$ cat src/rtl/adda_dac_streamer.sv
// AD9708 transmit path: stream samples from a FIFO or generate sawtooth/triangle/square
// test waveforms, paced by a programmable sample-rate ticker. o_dac_data feeds the DAC directly.
module adda_dac_streamer #(
  parameter int DATA_WIDTH = 8,
  parameter int FIFO_DEPTH = 16,
  parameter int DIV_WIDTH  = 8
) (
  input  logic                          i_clk,
  input  logic                          i_reset_n,
  input  logic                          i_enable,
  input  logic [1:0]                    i_mode,
  input  logic [DIV_WIDTH-1:0]          i_rate_div,
  input  logic [DATA_WIDTH-1:0]         i_s_data,
  input  logic                          i_s_valid,
  output logic                          o_s_ready,
  input  logic                          i_clear_flags,
  output logic [DATA_WIDTH-1:0]         o_dac_data,
  output logic                          o_sample_strobe,
  output logic [$clog2(FIFO_DEPTH):0]   o_fifo_level,
  output logic                          o_underflow
);
  localparam int AW = $clog2(FIFO_DEPTH);
  localparam int LW = AW + 1;

  localparam logic [1:0] MODE_STREAM = 2'd0;
  localparam logic [1:0] MODE_SAW    = 2'd1;
  localparam logic [1:0] MODE_TRI    = 2'd2;
  localparam logic [1:0] MODE_SQR    = 2'd3;

  localparam logic [DATA_WIDTH-1:0] MIDSCALE  = {1'b1, {(DATA_WIDTH-1){1'b0}}};
  localparam logic [DATA_WIDTH-1:0] PHASE_MAX = '1;
  localparam logic [LW-1:0]         LVL_FULL  = LW'(FIFO_DEPTH);

  logic [DIV_WIDTH-1:0]  cnt_q, cnt_d;
  logic [DATA_WIDTH-1:0] phase_q, phase_d;
  logic                  up_q, up_d;
  logic [1:0]            mode_q, mode_d;
  logic [DATA_WIDTH-1:0] dac_q, dac_d;
  logic                  strobe_q, strobe_d;
  logic                  uf_q, uf_d;
  logic [AW-1:0]         wptr_q, wptr_d;
  logic [AW-1:0]         rptr_q, rptr_d;
  logic [LW-1:0]         level_q, level_d;
  logic [DATA_WIDTH-1:0] mem_q [FIFO_DEPTH];

  logic                  tick, empty, full, push, pop, uf_set, mode_chg;
  logic [DATA_WIDTH-1:0] ph_base;
  logic                  up_base;

  // Sample-rate ticker; >= compare so a lowered divider takes effect immediately.
  always_comb begin
    tick  = i_enable && (cnt_q >= i_rate_div);
    cnt_d = (!i_enable || tick) ? '0 : cnt_q + 1'b1;
  end

  always_comb begin
    empty    = (level_q == '0);
    full     = (level_q == LVL_FULL);
    push     = i_s_valid && !full;
    mode_chg = (i_mode != mode_q);
    mode_d   = i_mode;
    // A mode change restarts the generator; a coincident tick then steps from phase 0.
    ph_base  = mode_chg ? '0   : phase_q;
    up_base  = mode_chg ? 1'b1 : up_q;

    pop      = 1'b0;
    uf_set   = 1'b0;
    dac_d    = dac_q;
    strobe_d = 1'b0;
    phase_d  = ph_base;
    up_d     = up_base;

    if (tick) begin
      case (i_mode)
        MODE_STREAM: begin
          if (!empty) begin
            pop      = 1'b1;
            dac_d    = mem_q[rptr_q];
            strobe_d = 1'b1;
          end else begin
            uf_set   = 1'b1;
          end
        end
        MODE_SAW: begin
          phase_d  = ph_base + 1'b1;
          dac_d    = phase_d;
          strobe_d = 1'b1;
        end
        MODE_TRI: begin
          if (up_base) begin
            if (ph_base == PHASE_MAX) begin
              up_d    = 1'b0;
              phase_d = ph_base - 1'b1;
            end else begin
              phase_d = ph_base + 1'b1;
            end
          end else begin
            if (ph_base == '0) begin
              up_d    = 1'b1;
              phase_d = ph_base + 1'b1;
            end else begin
              phase_d = ph_base - 1'b1;
            end
          end
          dac_d    = phase_d;
          strobe_d = 1'b1;
        end
        default: begin
          phase_d  = ph_base + 1'b1;
          dac_d    = phase_d[DATA_WIDTH-1] ? '1 : '0;
          strobe_d = 1'b1;
        end
      endcase
    end

    wptr_d = push ? wptr_q + 1'b1 : wptr_q;
    rptr_d = pop  ? rptr_q + 1'b1 : rptr_q;
    case ({push, pop})
      2'b10:   level_d = level_q + 1'b1;
      2'b01:   level_d = level_q - 1'b1;
      default: level_d = level_q;
    endcase

    // Set has priority over clear.
    uf_d = uf_set ? 1'b1 : (i_clear_flags ? 1'b0 : uf_q);
  end

  always_ff @(posedge i_clk) begin
    if (!i_reset_n) begin
      cnt_q    <= '0;
      phase_q  <= '0;
      up_q     <= 1'b1;
      mode_q   <= MODE_STREAM;
      dac_q    <= MIDSCALE;
      strobe_q <= 1'b0;
      uf_q     <= 1'b0;
      wptr_q   <= '0;
      rptr_q   <= '0;
      level_q  <= '0;
    end else begin
      cnt_q    <= cnt_d;
      phase_q  <= phase_d;
      up_q     <= up_d;
      mode_q   <= mode_d;
      dac_q    <= dac_d;
      strobe_q <= strobe_d;
      uf_q     <= uf_d;
      wptr_q   <= wptr_d;
      rptr_q   <= rptr_d;
      level_q  <= level_d;
    end
  end

  // Storage needs no reset: occupancy alone defines what is valid.
  always_ff @(posedge i_clk) begin
    if (push) mem_q[wptr_q] <= i_s_data;
  end

  assign o_s_ready       = !full;
  assign o_dac_data      = dac_q;
  assign o_sample_strobe = strobe_q;
  assign o_fifo_level    = level_q;
  assign o_underflow     = uf_q;
endmodule

$ cat config.mk
export PLATFORM = sky130hd
export DESIGN_NAME = adda_dac_streamer
export DESIGN_NICKNAME = d
export VERILOG_FILES = /design/src/rtl/adda_dac_streamer.sv
export SDC_FILE = /design/constraint.sdc
export NUM_CORES = 1
export LEC_CHECK = 0
export BUFFER_PORTS_ARGS = -buffer_cell sky130_fd_sc_hd__buf_2
export CORE_MARGIN = 3
export CORE_UTILIZATION = 60
export CTS_BUF_LIST = sky130_fd_sc_hd__clkbuf_8
export CTS_CLUSTER_SIZE = 20
export DETAILED_ROUTE_END_ITERATION = 7
export PLACE_DENSITY = 0.87
export SYNTH_ARGS = -nofsm -noshare
export SYNTH_HDL_FRONTEND = slang
export SYNTH_SLANG_ARGS = --single-unit
export TNS_END_PERCENT = 30
$ cat constraint.sdc
create_clock -name i_clk -period 4.7 [get_ports i_clk]
set_input_delay 0.94 -clock i_clk [delete_from_list [all_inputs] [get_ports i_clk]]
set_output_delay 0.94 -clock i_clk [all_outputs]
set_load 0.02 [all_outputs]
==> impl_metrics.py, run 1 <==
metrics = {
    "global_routing": {
        "antenna_found_initial": 0,
        "grt_pass1_vias": 5097,
        "grt_max_degree": 35,
        "grt_usage_pct": 24.4,
        "grt_pass1_wl_um": 27100,
        "grt_overflow": 0,
    },
    "placement": {
        "io_buffers": 38,
        "place_ws_ps": 743,
        "hpwl_um": 11600,
        "gp_congestion": 0.899,
        "placed_area_um2": 8300,
    },
    "cells_and_area": {
        "final_nets": 681,
        "final_util_pct": 68.0,
        "area_growth_pct": 9.36,
        "antenna_cells": 0,
        "drive_gt1_share_pct": 19.3,
        "final_area_um2": 8730,
    },
    "die": {
        "start_util_pct": 62.2,
        "fp.dieH_um": 121,
        "rows": 41,
        "die_area_um2": 14700,
        "num_io_pins": 39,
        "core_um2": 12800,
        "die_x_um": 121,
    },
    "setup_path": {
        "required_ps": 5090,
        "worstPathMaxFanout": 9,
        "cp_data_arrival_time_ps": 3920,
        "worstSetupStartpointType": "input pin",
        "end_kind": "register",
        "critPathKind": "in -> reg",
    },
    "synthesis": {
        "ys.warnings.count": 0,
        "synth_ff_type": "edfxtp_1",
        "syn_nets": 647,
        "synth-simple-area-share_pct": 11.5,
        "synth_edf_count": 128,
        "synthAdderAreaFrac_pct": 2.98,
        "synthMuxAreaShare_pct": 11.2,
        "async_flop_share_pct": 0,
        "synth_compound_area_share_pct": 8.64,
        "seq_area_frac_synth_pct": 59.7,
        "ys_ff_latch": 174,
        "synth_cell_types": 69,
        "synth_xor_area_share_pct": 2.85,
        "synthCells": 605,
        "netlist_area_um2": 7980,
        "synth_top_family_by_area": "simple AND/OR/NAND/NOR gates",
        "syn_area_per_cell_um2": 13.2,
    },
    "pwr": {
        "max-vdd-ir-drop_mv": 0.434,
        "leakagePower_nw": 2.95,
        "p_per_area_nw_per_um2": 333,
    },
    "sta": {
        "max_freq_mhz": 284,
        "final-max-slew-violation-count": 0,
        "whs_ps": 514,
        "fin_skew_ps": 18.9,
        "fin_ws_ps": 1180,
        "rsz0062_at_grt": "false",
        "fin_tns_setup_ps": 0,
        "setup_viol": 0,
        "min_period_over_period_pct": 75.0,
        "fin_crit_ps": 3520,
        "timing.slew.headroom_pct": 26.7,
        "finalHoldViolCount": 0,
        "tightestPinTransition_ps": 1100,
    },
    "clock_tree": {
        "cts_resized": 0,
        "clock_sinks": 174,
        "cts_tree": "done",
        "postCtsSetupBuffers": 0,
        "clk_pin_slew_ps": 100,
        "clockBufferDepth": 2,
        "htreeDepth": 4,
        "cts_made_buffers": 17,
        "clock_latency_ps": 460,
        "cts-root-buf": "clkbuf_8",
        "ctsHoldBuffers": 0,
    },
    "min_path": {
        "min_path_type": "reg -> reg",
    },
    "route": {
        "drt_iter0_markers": 745,
        "drtPass1Iterations": 6,
        "num_vias": 5215,
        "ant_nets": 0,
        "wl_um": 17400,
        "vias_per_cell": 6.33,
        "drc": 0,
        "wl_per_cell_um": 21.1,
    },
    "run": {
        "cap_viol_max_count": 0,
    },
    "run_status": {
        "status": "completed",
    },
}
-- worst max-delay path, stage by stage --
cell and delay, ps:
buf_2 100, ha_1 290, nand2b_1 170, a2111oi_2 460, o221ai_2 240, nand3_1 200
inv_1 70, ha_1 290, xor2_1 180, ha_1 260, o21ai_0 180, nor3_1 80
a221oi_2 240, mux2i_1 210
-- logic make-up (layout without fill, tap and decap cells) --
kind of cell,after synthesis,after routing
xor+xnor,26,26
mux,58,58
flops,174,174
simple gates,182,182
compound gates,91,91
fa+ha+maj,19,19
buf+inv,55,102
-- state kept, by name, summed over array words and instances, names as in the netlist, named ones only --
| signal | cells |
|---|---|
| rptr_q | 4 |
| o_underflow | 1 |
| wptr_q | 4 |
| mode_q | 2 |
| o_dac_data | 8 |
| mem_q | 128 |
| o_fifo_level | 5 |
| phase_q | 8 |
| up_q | 1 |
| o_sample_strobe | 1 |
| cnt_q | 8 |
-- stage by stage --
step	total power, mW	cells
floorplan	1.79	605
global placement	1.84	792
detailed placement	1.85	792
CTS	2.91	824
global route	3.00	824
finish	2.91	824
-- final timing paths --
path | start | to | slack [ps] | cells after the start
min reg2reg | rptr_q[1]$_SDFFE_PN0P_ | rptr_q[1]$_SDFFE_PN0P_ | 510 | 2
max | i_rate_div[0] | o_fifo_level[4]$_SDFFE_PN0P_ | 1180 | 14
min | rptr_q[1]$_SDFFE_PN0P_ | rptr_q[1]$_SDFFE_PN0P_ | 510 | 2
max reg2reg | cnt_q[0]$_SDFF_PP0_ | o_fifo_level[4]$_SDFFE_PN0P_ | 1250 | 14
-- cells in the final DEF, fill, tap and decap left out, types with 10 or more instances in the layout --
| master | n |
|---|---|
| ha_1 | 19 |
| clkbuf_8 | 17 |
| mux2i_1 | 31 |
| inv_1 | 23 |
| nor2_1 | 55 |
| nand2b_1 | 10 |
| dfxtp_1 | 45 |
| nor3_1 | 16 |
| edfxtp_1 | 128 |
| buf_2 | 38 |
| xor2_1 | 15 |
| nand2_1 | 34 |
| o21ai_0 | 10 |
| xnor2_1 | 11 |
| a21oi_1 | 19 |
| mux4_2 | 25 |
| nand3_1 | 25 |
-- layer usage --
| metal | up-vias | GRT usage [%] | share of wire [%] | wire length [µm] |
|---|---|---|---|---|
| li1 | 2360 | - | - | - |
| met4 | 0 | 8.96 | 2.7 | 474 |
| met2 | 267 | 40.3 | 50 | 8660 |
| met3 | 52 | 5.22 | 7.8 | 1350 |
| met1 | 2536 | 32.1 | 40 | 6920 |
| met5 | - | 0 | 0 | 0 |
-- where the power goes --
part / switching, mW / total (mW) / internal [mW]
Clock: 0.591 / 1.09 / 0.498
Combinational: 0.0925 / 0.140 / 0.0479
Sequential: 0.0129 / 1.68 / 1.66
-- synthesized netlist by cell type (all sizes together) (6+ instances only) --
cell type    n  area (µm²)
clkbuf      13        48.8
edfxtp     128        3840
xor2        15         131
nand4        6        37.5
dfxtp       46         921
nand3       26         135
nor4         6        67.6
nor2        58         230
xnor2       11        96.3
a31oi        9        56.3
nor3        16        80.1
a21oi       19        95.1
mux4        25         563
buf         19         109
inv         23        86.3
nand2       36         140
ha          19         238
nand2b      10        62.6
o21ai       16        87.6
mux2i       31         310
-- final cells by class --
class                   count  area [µm²]
flip-flops and latches    174        4770
fillers                   874        4100
multi-input cells         376        2970
repair buffers             47         258
clock buffers              17         234
well taps                 172         215
clock inverters            15         196
inverters                  23        86.3
(Power assumes the default switching activity.)
==> run 2: changes to the inputs <==
Settings changed: ABC_AREA set to 1, CORE_UTILIZATION 60 to 57.
Clock period 4.7 ns to 3 ns, I/O delays scaled along.
==> run 2 against run 1 <==
Critical path depth rose by 2. Wire length up 4.5%. Sequential cell count did not move.
==> impl_metrics.py, run 2 <==
metrics = {
    "cells_and_area": {
        "final_cell_mix": "128 x edfxtp_1, 120 x nand2_1, 118 x nor2_1",
        "final_nets": 910,
        "area_growth_pct": 9.88,
        "final_cells": 1057,
        "layout_commonest_cell": "edfxtp_1",
        "antenna_cells": 0,
        "largest_reg_flops": 128,
        "top_register": "mem_q",
        "drive_gt1_share_pct": 13.4,
    },
    "pwr": {
        "power_frac_comb_pct": 4.8,
        "swShare_pct": 23.1,
        "leakagePower_nw": 3.48,
        "p_seq_share_pct": 59.8,
        "intPower_mw": 3.37,
        "p_total_mw": 4.39,
        "switchingPower_mw": 1.02,
        "max-vdd-ir-drop_mv": 0.623,
        "clkPwrFrac_pct": 35.4,
        "p_per_area_nw_per_um2": 496,
    },
    "synthesis": {
        "synth_ff_type": "edfxtp_1",
        "syn_area_per_cell_um2": 9.79,
        "ys_ff_latch": 174,
        "ys_top_cells_by_area": "edfxtp_1 48%, dfxtp_1 11%, nand2_1 5.6%, nor2_1 5.5%, o21ai_0 5.2%",
        "synth_most_common_cell": "edfxtp_1",
        "synthCells": 822,
        "async_flop_share_pct": 0,
        "synth_edf_count": 128,
        "yosys.area.top_type_share_pct": 47.7,
        "synthTopCellsByCount": "128 x edfxtp_1, 120 x nand2_1, 118 x nor2_1",
        "synth_cell_types": 46,
        "seq_area_frac_synth_pct": 59.2,
        "synth_top_area_cell": "edfxtp_1",
        "ys.warnings.count": 0,
        "netlist_area_um2": 8050,
        "syn_nets": 864,
    },
    "clock_tree": {
        "ctsHoldBuffers": 0,
        "postCtsSetupBuffers": 0,
        "cts_tree": "done",
        "clk_pin_slew_ps": 90,
        "clock_latency_ps": 470,
        "cts_made_buffers": 17,
        "cts_resized": 0,
        "clock_sinks": 174,
        "htreeDepth": 4,
        "clockBufferDepth": 2,
        "cts-root-buf": "clkbuf_8",
    },
    "run_status": {
        "status": "completed",
    },
    "setup_path": {
        "worstSetupStartpointType": "register",
        "reg2reg_to": "o_fifo_level[4]$_SDFFE_PN0P_",
        "end_kind": "register",
        "cp_data_arrival_time_ps": 3150,
        "critPathKind": "reg -> reg",
        "r2r_cells": 16,
        "r2r-start": "cnt_q[5]$_SDFF_PP0_",
        "worstPathMaxFanout": 5,
        "required_ps": 3360,
        "rrSetupSlack_ps": 210,
    },
    "route": {
        "drt_iter0_markers": 726,
        "drtPass1Iterations": 6,
        "drc": 0,
        "wl_per_cell_um": 17.2,
        "ant_nets": 0,
        "num_vias": 6207,
        "wl_um": 18200,
        "vias_per_cell": 5.87,
    },
    "global_routing": {
        "grt_pass1_wl_um": 29400,
        "grt_overflow": 0,
        "antenna_found_initial": 0,
        "grt_usage_pct": 23.7,
        "grt_max_degree": 65,
        "grt_pass1_vias": 5903,
    },
    "sta": {
        "min_period_over_period_pct": 92.9,
        "fin_tns_setup_ps": 0,
        "max_freq_mhz": 359,
        "timing.slew.headroom_pct": 46.6,
        "setup_viol": 0,
        "final-max-slew-violation-count": 0,
        "whs_ps": 390,
        "fin_skew_ps": 15.0,
        "tightestPinTransition_ps": 798,
        "fin_crit_ps": 2790,
        "rsz0062_at_grt": "false",
        "finalHoldViolCount": 0,
    },
    "die": {
        "die_x_um": 125,
        "fp.dieH_um": 125,
        "num_io_pins": 39,
        "start_util_pct": 59.6,
        "rows": 42,
        "core_um2": 13500,
        "die_area_um2": 15600,
    },
    "run": {
        "cap_viol_max_count": 0,
    },
    "placement": {
        "hpwl_um": 12000,
        "gp_congestion": 0.972,
        "io_buffers": 38,
        "place_inst": 1025,
    },
    "min_path": {
        "min_path_type": "in -> reg",
        "worstHoldStart": "i_clear_flags",
        "min_to": "o_underflow$_SDFFE_PN0P_",
        "min_path_cells": 4,
    },
}
run 2: cell types whose count changed after synthesis, moves of 10 or more:
cell / delta
mux4_2: -25
mux2i_1: -31
nor3_1: -12
nand3_1: +24
nor2_1: +63
o21ai_0: +74
xor2_1: -10
nand2b_1: -10
nand2_1: +86
inv_1: +51
a21oi_1: +13
clkbuf_1: +12
buf_2: -11
o22ai_1: +19
run 2: cell type report:
class | count | area, µm²
Multi-Input combinational cell | 537 | 2840
Timing Repair Buffer | 57 | 345
Fill cell | 1021 | 4660
Clock inverter | 13 | 113
Sequential cell | 174 | 4770
Inverter | 81 | 305
Tap cell | 176 | 220
Clock buffer | 19 | 262
run 2: how the worst max path moves through the flow:
stage	from	endpoint	slack, ps	cells past startpoint
after floorplan	i_rate_div[7]	o_fifo_level[4]$_SDFFE_PN0P_	220	17
after global placement	i_rate_div[5]	o_fifo_level[4]$_SDFFE_PN0P_	50	18
after detailed placement	i_rate_div[5]	o_fifo_level[2]$_SDFFE_PN0P_	-80	18
after CTS	cnt_q[5]$_SDFF_PP0_	o_fifo_level[2]$_SDFFE_PN0P_	270	16
after global routing	cnt_q[6]$_SDFF_PP0_	o_fifo_level[3]$_SDFFE_PN0P_	30	17
final	cnt_q[5]$_SDFF_PP0_	o_fifo_level[4]$_SDFFE_PN0P_	210	16
run 2: kinds of logic after synthesis:
| family | Yosys count | share of synthesized area, % |
|---|---|---|
| AND/OR/NAND/NOR | 335 | 18.8 |
| XOR/XNOR | 11 | 1.38 |
| adder cells (fa/ha/maj) | 19 | 2.95 |
| buffers and inverters | 111 | 5.60 |
| flip-flops | 174 | 59.2 |
| AO/OA/AOI/OAI | 172 | 12.1 |
run 2: critical path, stage by stage (launching register included):
cell and delay [ps]:
dfxtp_1 400, ha_1 270, a21oi_1 130, nor2_1 50, nor2_1 120, nand3_1 240, nand3_1 170, inv_1 70
ha_1 220, xnor2_1 200, inv_1 70, ha_1 190, o21bai_1 190, nand2_1 80, nand2_1 80, a21oi_1 150
nor2_1 60
run 2: per-stage QoR:
stage	setup slack (ps)	util, %	area, µm²
after detailed placement	-81.8	62.7	8470
after CTS	266	65.5	8850
final	214	65.5	8850
after floorplan	221	-	8050
after global placement	45.8	62.7	8470
after global routing	33.9	65.5	8850
run 2: power by group through the flow:
stage | sequential, mW | clock [mW] | combinational [mW]
final | 2.62 | 1.55 | 0.211
after global routing | 2.63 | 1.68 | 0.234
after CTS | 2.62 | 1.56 | 0.209
after detailed placement | 2.68 | 0 | 0.207
after global placement | 2.68 | 0 | 0.202
after floorplan | 2.68 | 0 | 0.123
run 2: metal layers:
metal	global-route usage [%]	routed length [µm]	vias to the layer above	share of wire, %
met5	0	0	-	0
met4	10.9	523	0	2.9
met3	4.42	1550	48	8.5
met2	38.9	8830	329	49
met1	30.8	7290	2898	40
li1	-	-	2932	-
